$ cat config.mk
export PLATFORM = sky130hd
export DESIGN_NAME = polar_decode_scheduler
export DESIGN_NICKNAME = d
export VERILOG_FILES = /design/src/rtl/polar_sched_pkg.sv /design/src/rtl/polar_rr_arbiter.sv /design/src/rtl/polar_decode_scheduler.sv
export SDC_FILE = /design/constraint.sdc
export NUM_CORES = 1
export LEC_CHECK = 0
export CAP_MARGIN = 20
export CORE_ASPECT_RATIO = 1.2
export CORE_MARGIN = 2
export CORE_UTILIZATION = 40
export CTS_CLUSTER_DIAMETER = 200
export DETAILED_ROUTE_END_ITERATION = 8
export PLACE_DENSITY = 0.91
export SLEW_MARGIN = 20
export SYNTH_ARGS = -nofsm -noshare
export SYNTH_HDL_FRONTEND = slang
export SYNTH_SLANG_ARGS = --single-unit
$ cat constraint.sdc
create_clock -name clk -period 2.17 [get_ports clk]
set_clock_uncertainty 0.1 [all_clocks]
set_input_delay 0.3255 -clock clk [delete_from_list [all_inputs] [get_ports clk]]
set_output_delay 0.3255 -clock clk [all_outputs]
set_load 0.02 [all_outputs]
$ cat src/rtl/polar_sched_pkg.sv
// Shared types for the polar decoder scheduler: FSM state encoding and index-width helper.
// Latency: n/a (types and constant functions only).
// Backpressure: n/a.
package polar_sched_pkg;

    typedef enum logic [1:0] {
        IDLE  = 2'd0,
        ISSUE = 2'd1,
        WAIT  = 2'd2,
        RESP  = 2'd3
    } state_t;

    // Width needed to index n items; never less than one bit.
    function automatic int idx_w(input int n);
        return (n > 1) ? $clog2(n) : 1;
    endfunction

endpackage

$ cat src/rtl/polar_rr_arbiter.sv
// Round-robin pick among NUM_REQ requesters, scanning upward from ptr+1 with wrap.
// Latency: purely combinational, grant valid in the same cycle as req.
// Backpressure: none; the caller decides whether the grant is consumed.
module polar_rr_arbiter
    import polar_sched_pkg::*;
#(
    parameter int NUM_REQ = 2,
    parameter int IDX_W   = idx_w(NUM_REQ)
) (
    input  logic [NUM_REQ-1:0] req,
    input  logic [IDX_W-1:0]   ptr,
    output logic [NUM_REQ-1:0] grant,
    output logic [IDX_W-1:0]   grant_idx,
    output logic               grant_vld
);

    int               cand;
    logic [IDX_W-1:0] cand_idx;

    // First set request after the last-served slot wins; ptr itself is checked last.
    always_comb begin
        grant     = '0;
        grant_idx = '0;
        grant_vld = 1'b0;
        cand      = 0;
        cand_idx  = '0;
        for (int k = 1; k <= NUM_REQ; k++) begin
            cand     = (int'(ptr) + k) % NUM_REQ;
            cand_idx = IDX_W'(cand);
            if (!grant_vld && req[cand_idx]) begin
                grant_vld       = 1'b1;
                grant[cand_idx] = 1'b1;
                grant_idx       = cand_idx;
            end
        end
    end

endmodule

$ cat src/rtl/polar_decode_scheduler.sv
// Shares one polar decoder among NUM_REQ requesters, one block in flight; optional WAIT abort via POLAR_SCHED_TIMEOUT_EN.
// Latency: accept at t, dec_in_valid at t+1, rsp_valid no earlier than t+2+decoder latency.
// Backpressure: rsp_valid holds until rsp_ready of the granted requester; nothing new is accepted meanwhile.
module polar_decode_scheduler
    import polar_sched_pkg::*;
#(
    parameter int N       = 4,
    parameter int BITS    = 8,
    parameter int NUM_REQ = 2,
    parameter int TIMEOUT = 64,
    parameter int CNT_W   = 16
) (
    input  logic                               clk,
    input  logic                               rst,
    input  logic [NUM_REQ-1:0]                 req_valid,
    output logic [NUM_REQ-1:0]                 req_ready,
    input  logic [NUM_REQ-1:0][N-1:0][BITS-1:0] req_y,
    input  logic [NUM_REQ-1:0][N-1:0]          req_frozen,
    output logic [NUM_REQ-1:0]                 rsp_valid,
    input  logic [NUM_REQ-1:0]                 rsp_ready,
    output logic [N-1:0]                       rsp_u,
    output logic                               rsp_error,
    output logic                               dec_in_valid,
    output logic [N-1:0][BITS-1:0]             dec_y,
    output logic [N-1:0]                       dec_frozen,
    input  logic                               dec_out_valid,
    input  logic [N-1:0]                       dec_u,
    output logic [CNT_W-1:0]                   blk_count
);

    localparam int               IDX_W   = idx_w(NUM_REQ);
    // Pointer starts at the last slot so requester 0 is scanned first after reset.
    localparam logic [IDX_W-1:0] PTR_RST = IDX_W'(NUM_REQ - 1);

    // LLRs are two's complement; the scheduler only moves them, so no signed arithmetic here.
    state_t                   state_q, state_d;
    logic [IDX_W-1:0]         ptr_q, ptr_d;
    logic [IDX_W-1:0]         grant_q, grant_d;
    logic [N-1:0][BITS-1:0]   dec_y_q, dec_y_d;
    logic [N-1:0]             dec_frozen_q, dec_frozen_d;
    logic                     dec_in_valid_q, dec_in_valid_d;
    logic [NUM_REQ-1:0]       rsp_valid_q, rsp_valid_d;
    logic [N-1:0]             rsp_u_q, rsp_u_d;
    logic [CNT_W-1:0]         blk_count_q, blk_count_d;

    logic [NUM_REQ-1:0]       arb_grant;
    logic [IDX_W-1:0]         arb_idx;
    logic                     arb_vld;

`ifdef POLAR_SCHED_TIMEOUT_EN
    localparam int               TMO_W    = idx_w(TIMEOUT);
    localparam logic [TMO_W-1:0] TMO_LAST = TMO_W'(TIMEOUT - 1);
    logic [TMO_W-1:0]            wait_cnt_q, wait_cnt_d;
    logic                        rsp_error_q, rsp_error_d;
`endif

    polar_rr_arbiter #(
        .NUM_REQ (NUM_REQ),
        .IDX_W   (IDX_W)
    ) u_arb (
        .req       (req_valid),
        .ptr       (ptr_q),
        .grant     (arb_grant),
        .grant_idx (arb_idx),
        .grant_vld (arb_vld)
    );

    // Next-state logic: accept only in IDLE, so the decoder never sees a second start while busy.
    always_comb begin
        state_d        = state_q;
        ptr_d          = ptr_q;
        grant_d        = grant_q;
        dec_y_d        = dec_y_q;
        dec_frozen_d   = dec_frozen_q;
        dec_in_valid_d = 1'b0;
        rsp_valid_d    = rsp_valid_q;
        rsp_u_d        = rsp_u_q;
        blk_count_d    = blk_count_q;
        req_ready      = '0;
`ifdef POLAR_SCHED_TIMEOUT_EN
        wait_cnt_d     = wait_cnt_q;
        rsp_error_d    = rsp_error_q;
`endif
        case (state_q)
            IDLE: begin
                if (arb_vld && !rst) begin
                    req_ready      = arb_grant;
                    dec_y_d        = req_y[arb_idx];
                    dec_frozen_d   = req_frozen[arb_idx];
                    grant_d        = arb_idx;
                    dec_in_valid_d = 1'b1;
                    state_d        = ISSUE;
                end
            end
            ISSUE: begin
                state_d = WAIT;
`ifdef POLAR_SCHED_TIMEOUT_EN
                wait_cnt_d = '0;
`endif
            end
            WAIT: begin
                if (dec_out_valid) begin
                    rsp_u_d              = dec_u;
                    rsp_valid_d          = '0;
                    rsp_valid_d[grant_q] = 1'b1;
                    state_d              = RESP;
`ifdef POLAR_SCHED_TIMEOUT_EN
                    rsp_error_d          = 1'b0;
                end else if (wait_cnt_q == TMO_LAST) begin
                    // Decoder went silent: hand back an all-zero block flagged as aborted.
                    rsp_u_d              = '0;
                    rsp_error_d          = 1'b1;
                    rsp_valid_d          = '0;
                    rsp_valid_d[grant_q] = 1'b1;
                    state_d              = RESP;
                end else begin
                    wait_cnt_d = wait_cnt_q + TMO_W'(1);
`endif
                end
            end
            RESP: begin
                if (rsp_ready[grant_q]) begin
                    ptr_d       = grant_q;
                    blk_count_d = blk_count_q + CNT_W'(1);
                    rsp_valid_d = '0;
                    state_d     = IDLE;
                end
            end
            default: state_d = IDLE;
        endcase
    end

    // State registers; reset abandons any block in flight.
    always_ff @(posedge clk) begin
        if (rst) begin
            state_q        <= IDLE;
            ptr_q          <= PTR_RST;
            grant_q        <= '0;
            dec_y_q        <= '0;
            dec_frozen_q   <= '0;
            dec_in_valid_q <= 1'b0;
            rsp_valid_q    <= '0;
            rsp_u_q        <= '0;
            blk_count_q    <= '0;
`ifdef POLAR_SCHED_TIMEOUT_EN
            wait_cnt_q     <= '0;
            rsp_error_q    <= 1'b0;
`endif
        end else begin
            state_q        <= state_d;
            ptr_q          <= ptr_d;
            grant_q        <= grant_d;
            dec_y_q        <= dec_y_d;
            dec_frozen_q   <= dec_frozen_d;
            dec_in_valid_q <= dec_in_valid_d;
            rsp_valid_q    <= rsp_valid_d;
            rsp_u_q        <= rsp_u_d;
            blk_count_q    <= blk_count_d;
`ifdef POLAR_SCHED_TIMEOUT_EN
            wait_cnt_q     <= wait_cnt_d;
            rsp_error_q    <= rsp_error_d;
`endif
        end
    end

    assign dec_y        = dec_y_q;
    assign dec_frozen   = dec_frozen_q;
    assign dec_in_valid = dec_in_valid_q;
    assign rsp_valid    = rsp_valid_q;
    assign rsp_u        = rsp_u_q;
    assign blk_count    = blk_count_q;
`ifdef POLAR_SCHED_TIMEOUT_EN
    assign rsp_error    = rsp_error_q;
`else
    assign rsp_error    = 1'b0;
`endif

endmodule

# Word level (Yosys, flattened, before mapping)
# Cells that the tools add are included.
[classes] n_eq_ne=6 muxes=31 n_bitwise=2 n_lt_le_gt_ge=7 reduce_logical=15 n_addsub=3
[op_table] cell="2-to-1 mux 32 bit" count=2
[op_table] cell="adder 16 x 1 -> 16 bit, second input constant" count=1
[op_table] cell="2-to-1 mux 2 bit" count=8
[op_table] cell="2-to-1 mux 1 bit" count=14
[op_table] cell="less-than comparator 1 x 2 -> 1 bit, second input constant" count=4
[op_table] cell="2-to-1 mux 4 bit" count=2
[op_table] cell="one-hot mux 2 bit (4 select lines)" count=1
[op_table] cell="!= test 2 bit, second input constant" count=3
[op_table] cell="AND reduction 2 bit" count=3
[op_table] cell="AND reduction 3 bit" count=2
[op_table] cell="logical AND 1 bit" count=5
[op_table] cell="== test 2 bit, second input constant" count=2
[op_table] cell="one-hot mux 2 bit (2 select lines)" count=1
[op_table] cell="demux 1 bit (select 1 bit)" count=3
[op_table] cell="greater-or-equal comparator 1 bit, second input constant" count=3
[op_table] cell="adder 1 bit, second input constant" count=2
[op_table] cell="== test 2 x 1 -> 1 bit, second input constant" count=1
[op_table] cell="zero test 1 bit" count=2
[op_table] cell="zero test 2 bit" count=1
[op_table] cell="OR 2 bit" count=1
[op_table] cell="nonzero test 2 bit" count=1
[op_table] cell="OR reduction 2 bit" count=1
[op_table] cell="NOT 1 bit" count=1
[word_totals] wordCells=76 in_bits=83 ff_bits=63

# Depth between registers and ports, before layout
# Gate-level depths: netlist (run 1).
[depth] ltp_word=10 ltp_mapped=8 depth_no_buf=6

# Modules after synthesis
# From an unflattened synthesis (run 1), not the netlist that was laid out.
[unflattened] cells_unflattened=313 area_unflattened_um2=2872.8
[modules_own_cells] mod="polar_decode_scheduler" area_each_um2=2840.2 cells_per_inst=308 n_inst=1
[modules_own_cells] mod="polar_rr_arbiter" area_each_um2=32.5 cells_per_inst=5 n_inst=1

# Least setup slack after synthesis (run 1)
# No wires, ideal clock.
[synth_timing] path_kind="reg2reg" startpoint="reg blk_count_q[3], in the netlist blk_count[3]" endpoint="reg blk_count_q[13], in the netlist blk_count[13]" slack_ns=0.346 setup_ns=0.070 path_stages_with_launch=6 period_less_slack_ns=1.824 path_buffers=1 arrival_ns=1.654 required_time_ns=2.000 path_cell_list="dfxtp_1 > and4_1 > nand4_1 > buf_2 > or4_1 > a21oi_1"
[synth_between] elab_chain_len=1
[synth_lines] element="start: declaration" line="polar_decode_scheduler.sv:44" text="logic [CNT_W-1:0] blk_count_q, blk_count_d;"
[synth_lines] element="start signal: assignment" line="polar_decode_scheduler.sv:158" text="blk_count_q <= blk_count_d;"
[synth_lines] element="adder 16 x 1 -> 16 bit" line="polar_decode_scheduler.sv:124" text="blk_count_d = blk_count_q + CNT_W'(1);"
# No other way between the ends.
# A chain may end at the register's enable or synchronous reset.

# Worst setup path after layout (run 1)
[layout_timing] startpoint="reg state_q[0]" endpoint="out req_ready[0]"
[layout_between] elab_chain_len=2
[layout_lines] element="start: declaration" line="polar_decode_scheduler.sv:36" text="state_t state_q, state_d;"
[layout_lines] element="start signal: assignment" line="polar_decode_scheduler.sv:150" text="state_q <= state_d;"
[layout_lines] element="zero test 2 bit" line="polar_decode_scheduler.sv:84" text="case (state_q)"
[layout_lines] element="2-to-1 mux 2 bit" line="polar_decode_scheduler.sv:84"
[layout_lines] element="end: declaration" line="polar_decode_scheduler.sv:16" text="output logic [NUM_REQ-1:0] req_ready,"
# No other way between the ends.

==> out/qor.csv, run 1 <==
metric,value,unit
synth.net_count,396,
worst-slew-pin-transition,0.6486,ns
synth_compound_area_share,15.74,%
drc_errors,0,
crit_type,reg2out,
clockBufferDepth,2,
synth_area_leaders,"dfxtp_1 44%, mux2i_1 14%, a211oi_1 10%",
cts.sinks,63,
relSlewSlack,56.76,%
final_cells,542,
grt_usage,19.76,%
fin_crit_sh,94.52,%
start_kind,register,
crit_fanout,3,
die_area,0.007787,sq mm
crit_chain,"inv_1, ha_1, nand2b_1, nor3_1, dlygate4sd2_1",
routedWlPerCell,14.09,microns
yosysSeqAreaShare,44.44,%
die_x,80.89,microns
drt-total-wl,7637,microns
vias_per_cell,5.164,
regArea,0.001261,sq mm
yosysUniqueCellTypes,35,
crit_path_start,state_q[0],
synth_top_family_by_area,simple AND/OR/NAND/NOR gates,
rsz0062_at_grt,false,
start_util,41.40,%
utilization,66.76,%
nNetsFinal,538,
slew_violations,0,
yosysWarnings,0,
synth_top_area_share,44.44,%
num_antenna_cells,0,
fillers,580,
max_stage_delay,0.35,ns
io_buffers,143,
area_growth,61.24,%
path_buf_inv,2,
grt_start_max_net_pins,63,
max_cap_viol_count,0,
place_congestion,0.7388,
pwr_density_cell,921.7,mW/mm^2
cts_made_buffers,9,
synth_xor_area_share,2.469,%
worst_setup_path_end_kind,primary output,
synth-simple-area-share,16.31,%
period_needed,2.051,ns
h-tree-depth,3,
ir_drop,0.0004499,V
ant_nets,0,
cpMaxStageDelayCell,dlygate4sd2_1,
cts_root_buf,clkbuf_8,
p_leak,1.659,nW
hold_violations,0,
io_pins,145,
yosys-mux-area-fraction,14.29,%
antenna_found_initial,0,
crit_arrival,1.63,ns
synth_ff_type,dfxtp_1,
syn_inst,308,
clkTransAtPathRegs,0.07,ns
chipHeight,96.27,microns
first_pass_iters,4,
clkLatencyLatePin,0.34,ns
placementRows,33,
grt_pass1_wl,11860,microns
worstPathRequired,1.74,ns
vias,2799,
yosys_register_bits,63,
max_freq,0.4876,GHz
synth-edff-count,0,
synthesis.area,0.002838,sq mm
grt_pass1_vias,2709,
status,"finished, final reports clean",
rr_startpoint,state_q[1],
hp-class,reg2reg,
dp.cells,524,
grt_overflow_total,0,
core_area,0.006854,sq mm
cts_tree,yes,
syn_avg_cell_area,9.213,sq um
drtIter0Drc,115,
hp-start,rsp_u[0],
synthAdderAreaFrac,2.205,%
multi_input_area,0.001470,sq mm
cp_top_family,buffers and inverters,
async_flop_share,0,%
hpwl,5730,microns
setup_viol,0,
synth_area_leader_cell,dfxtp_1,
drive_gt1_share,7.253,%
metal layers:
metal	routed length (microns)	share of wire, %	track usage [%]	vias up
met2	3928	51	35.12	120
met4	162	2.1	9.322	0
met3	677	8.9	6.567	16
li1	-	-	-	1390
met1	2868	38	20.88	1273
met5	0	0	0	-
Yosys cell counts, drive strengths merged (3+ instances only):
| library cell | count |
|---|---|
| dfxtp | 63 |
| nor2 | 52 |
| mux2i | 39 |
| a211oi | 38 |
| a21oi | 15 |
| buf | 14 |
| nand2 | 12 |
| nand3 | 11 |
| clkbuf | 10 |
| xor2 | 6 |
| ha | 5 |
| o31ai | 5 |
| or4 | 5 |
| and3 | 3 |
| inv | 3 |
| nand2b | 3 |
| nand4 | 3 |
| o21bai | 3 |
worst paths after layout:
check	slack (ns)	cells past startpoint	to
max reg2reg	0.25	5	blk_count[13]
min	0.37	2	rsp_u[0]
max	0.12	5	req_ready[0]
min reg2reg	0.37	2	rsp_u[0]
what timing repair did:
action                                 in CTS  in global routing
setup buffers                               0                  2
pin swaps                                   0                  1
setup endpoints to repair                   2                  2
gates resized for setup                     2                  0
hold buffers                                0                  0
endpoints found under the hold margin       0                  0
power breakdown:
| part | internal [W] | switching, W | total [W] |
|---|---|---|---|
| registers | 0.00139 | 0.000138 | 0.00153 |
| clock network | 0.000529 | 0.000468 | 0.000997 |
| logic | 0.000829 | 0.000862 | 0.00169 |
registers in the layout, indices dropped and copies added (netlist names):
register	cells
ptr_q	1
dec_in_valid	1
state_q	2
grant_q	1
rsp_u	4
dec_y	32
dec_frozen	4
rsp_valid	2
blk_count	16
stage by stage:
step	TNS [ns]	worst slack [ns]	hold WS [ns]	total power, W	instance area [sq um]
2_1_floorplan	0	0.3460	0.3730	0.002486	2838
3_3_place_gp	-0.04020	-0.03247	0.3423	0.003199	4365
3_5_place_dp	-0.3147	-0.05875	0.3562	0.003266	4365
4_1_cts	0	0.09229	0.3658	0.004260	4561
5_1_grt	0	0.004091	0.3752	0.004462	4576
6_report	0	0.1190	0.3667	0.004217	4576
worst register-to-register path: cells and delay by family (launching register included):
family                   cells  cell delay (ns)
flip-flops                   1             0.38
AO/OA/AOI/OAI                1             0.17
AND/OR/NAND/NOR              3             0.91
adder cells (fa/ha/maj)      1             0.28
cells in the final DEF, fill, tap and decap left out, drive strengths merged, types with 9 or more instances in the layout:
cell type / synthesis / final
a21oi: 15 / 15
dfxtp: 63 / 63
clkbuf: 10 / 9
mux2i: 39 / 39
nand3: 11 / 11
nand2: 12 / 12
nor2: 52 / 52
buf: 14 / 13
clkdlybuf4s50: 0 / 140
a211oi: 38 / 38
area by class of cell:
type	count	area share (%)
Multi-Input combinational cell	218	32.13
Timing Repair Buffer	155	33.36
Tap cell	87	2.379
Clock buffer	9	2.707
Sequential cell	63	27.56
Inverter	3	0.2461
Clock inverter	7	1.613
logic make-up after synthesis:
family / after synthesis
DFF: 63
xor gates and xnor gates: 8
and+or+nand+nor: 99
other: 1
adders and majority gates: 5
muxes: 40
buffers and inverters: 27
AOI/OAI and AO/OA: 65
Note: power is estimated with default switching activity, not from simulation.
==> inputs of run 2 (changes only) <==
- CORE_MARGIN: 2 -> 1.5
==> out/qor.csv, run 2 (synthesis gave the netlist of run 1 again) <==
metric,value,unit
status,"finished, final reports clean",
rr_startpoint,state_q[1],
chipHeight,95.27,microns
grt_usage,20.06,%
period_needed,2.031,ns
antenna_found_initial,0,
cts_hold_buf,0,
r2r_slack,0.25,ns
p_leak,1.665,nW
clkTransAtPathRegs,0.06,ns
hold_violations,0,
routedWlPerCell,13.37,microns
clockBufferDepth,2,
slew_violations,0,
crit_type,reg2out,
cts_tree,yes,
cts_made_buffers,9,
drt-total-wl,7191,microns
start_kind,register,
place_congestion,0.7787,
whs,0.3617,ns
cp-endpoint,req_ready[0],
io_pins,145,
max_freq,0.4923,GHz
start_util,41.40,%
drive_gt1_share,5.987,%
grt_pass1_vias,2694,
die_x,79.89,microns
grt_pass1_wl,11830,microns
vias_per_cell,5.013,
cts.sinks,63,
worstPathRequired,1.74,ns
drtIter0Drc,100,
area_growth,61.11,%
vias,2697,
fillers,564,
die_area,0.007611,sq mm
rr_worst_depth,5,
max_cap_viol_count,0,
core_area,0.006854,sq mm
worst-slew-pin-transition,0.6283,ns
ir_drop,0.0004702,V
clkLatencyLatePin,0.33,ns
grt_start_max_net_pins,63,
grt_overflow_total,0,
placementRows,33,
hp-class,reg2reg,
io_buffers,143,
timing.rr.end,blk_count[13],
crit_fanout,3,
rsz0062_at_grt,false,
ant_nets,0,
drc_errors,0,
layout_commonest_cell,clkdlybuf4s50_1,
relSlewSlack,58.11,%
h-tree-depth,3,
hpwl,5412,microns
first_pass_iters,4,
pwr_density_cell,951.2,mW/mm^2
setup_viol,0,
cpMaxStageDelayCell,dlygate4sd2_1,
num_antenna_cells,0,
max_stage_delay,0.36,ns
crit_arrival,1.61,ns
largest_register_ffs,32,
final_cell_mix,"140 x clkdlybuf4s50_1, 63 x dfxtp_1, 51 x nor2_1",
fin_crit_sh,93.61,%
cts_root_buf,clkbuf_8,
utilization,66.70,%
crit_chain,"inv_1, ha_1, nand2b_1, nor3_1, dlygate4sd2_1",
crit_path_start,state_q[0],
worst_setup_path_end_kind,primary output,
nNetsFinal,534,
## run 2: repair_timing
item,in CTS,in global routing
hold endpoints to repair,0,0
setup endpoints to repair,2,0
gates resized for setup,2,0
buffers inserted,0,0
## run 2: per-layer routing
metal  vias up  part of all wire, %  global-route usage, %
met3        10                  8.1                  7.177
met5         -                    0                      0
li1       1378                    -                      -
met4         0                  1.7                  8.046
met1      1212                   40                  21.52
met2        97                   50                  35.57
## run 2: layout make-up
type	instances	area (sq um)	area share [%]
Sequential cell	63	1261	27.59
Clock buffer	13	158.9	3.476
Clock inverter	3	65.06	1.423
Multi-Input combinational cell	218	1470	32.16
Tap cell	87	108.9	2.381
Inverter	3	11.26	0.2463
Timing Repair Buffer	151	1496	32.73
## run 2: power by group
group | internal [W] | leakage [nW] | switching (W)
combinational | 0.000825 | 1.04 | 0.000859
clock | 0.000709 | 0.114 | 0.000426
sequential | 0.00139 | 0.516 | 0.000138
## run 2: worst min path at each step
stage                     startpoint  endpoint  slack [ns]  cells past startpoint
after floorplan             dec_u[0]  rsp_u[0]        0.37                      2
after global placement      rsp_u[1]  rsp_u[1]        0.34                      2
after detailed placement    rsp_u[2]  rsp_u[2]        0.35                      2
after CTS                   rsp_u[2]  rsp_u[2]        0.36                      2
after global routing        rsp_u[3]  rsp_u[3]        0.38                      2
final                       rsp_u[1]  rsp_u[1]        0.36                      2
## run 2: per-stage QoR
step	cell area [sq um]	setup WS, ns	power (W)	setup TNS [ns]	std cells
floorplan	2838	0.3460	0.002486	0	308
global placement	4350	-0.04916	0.003194	-0.05420	522
detailed placement	4350	-0.07376	0.003251	-0.5211	522
CTS	4572	0.08645	0.004404	0	538
global route	4572	0.01839	0.004624	0	538
finish	4572	0.1387	0.004349	0	538
## run 2: critical path: cells and delay by family, from the launching register on
family,cells,cell delay [ns]
buffers and inverters,2,0.46
AND/OR/NAND/NOR,2,0.31
flip-flops,1,0.32
adder cells (fa/ha/maj),1,0.19
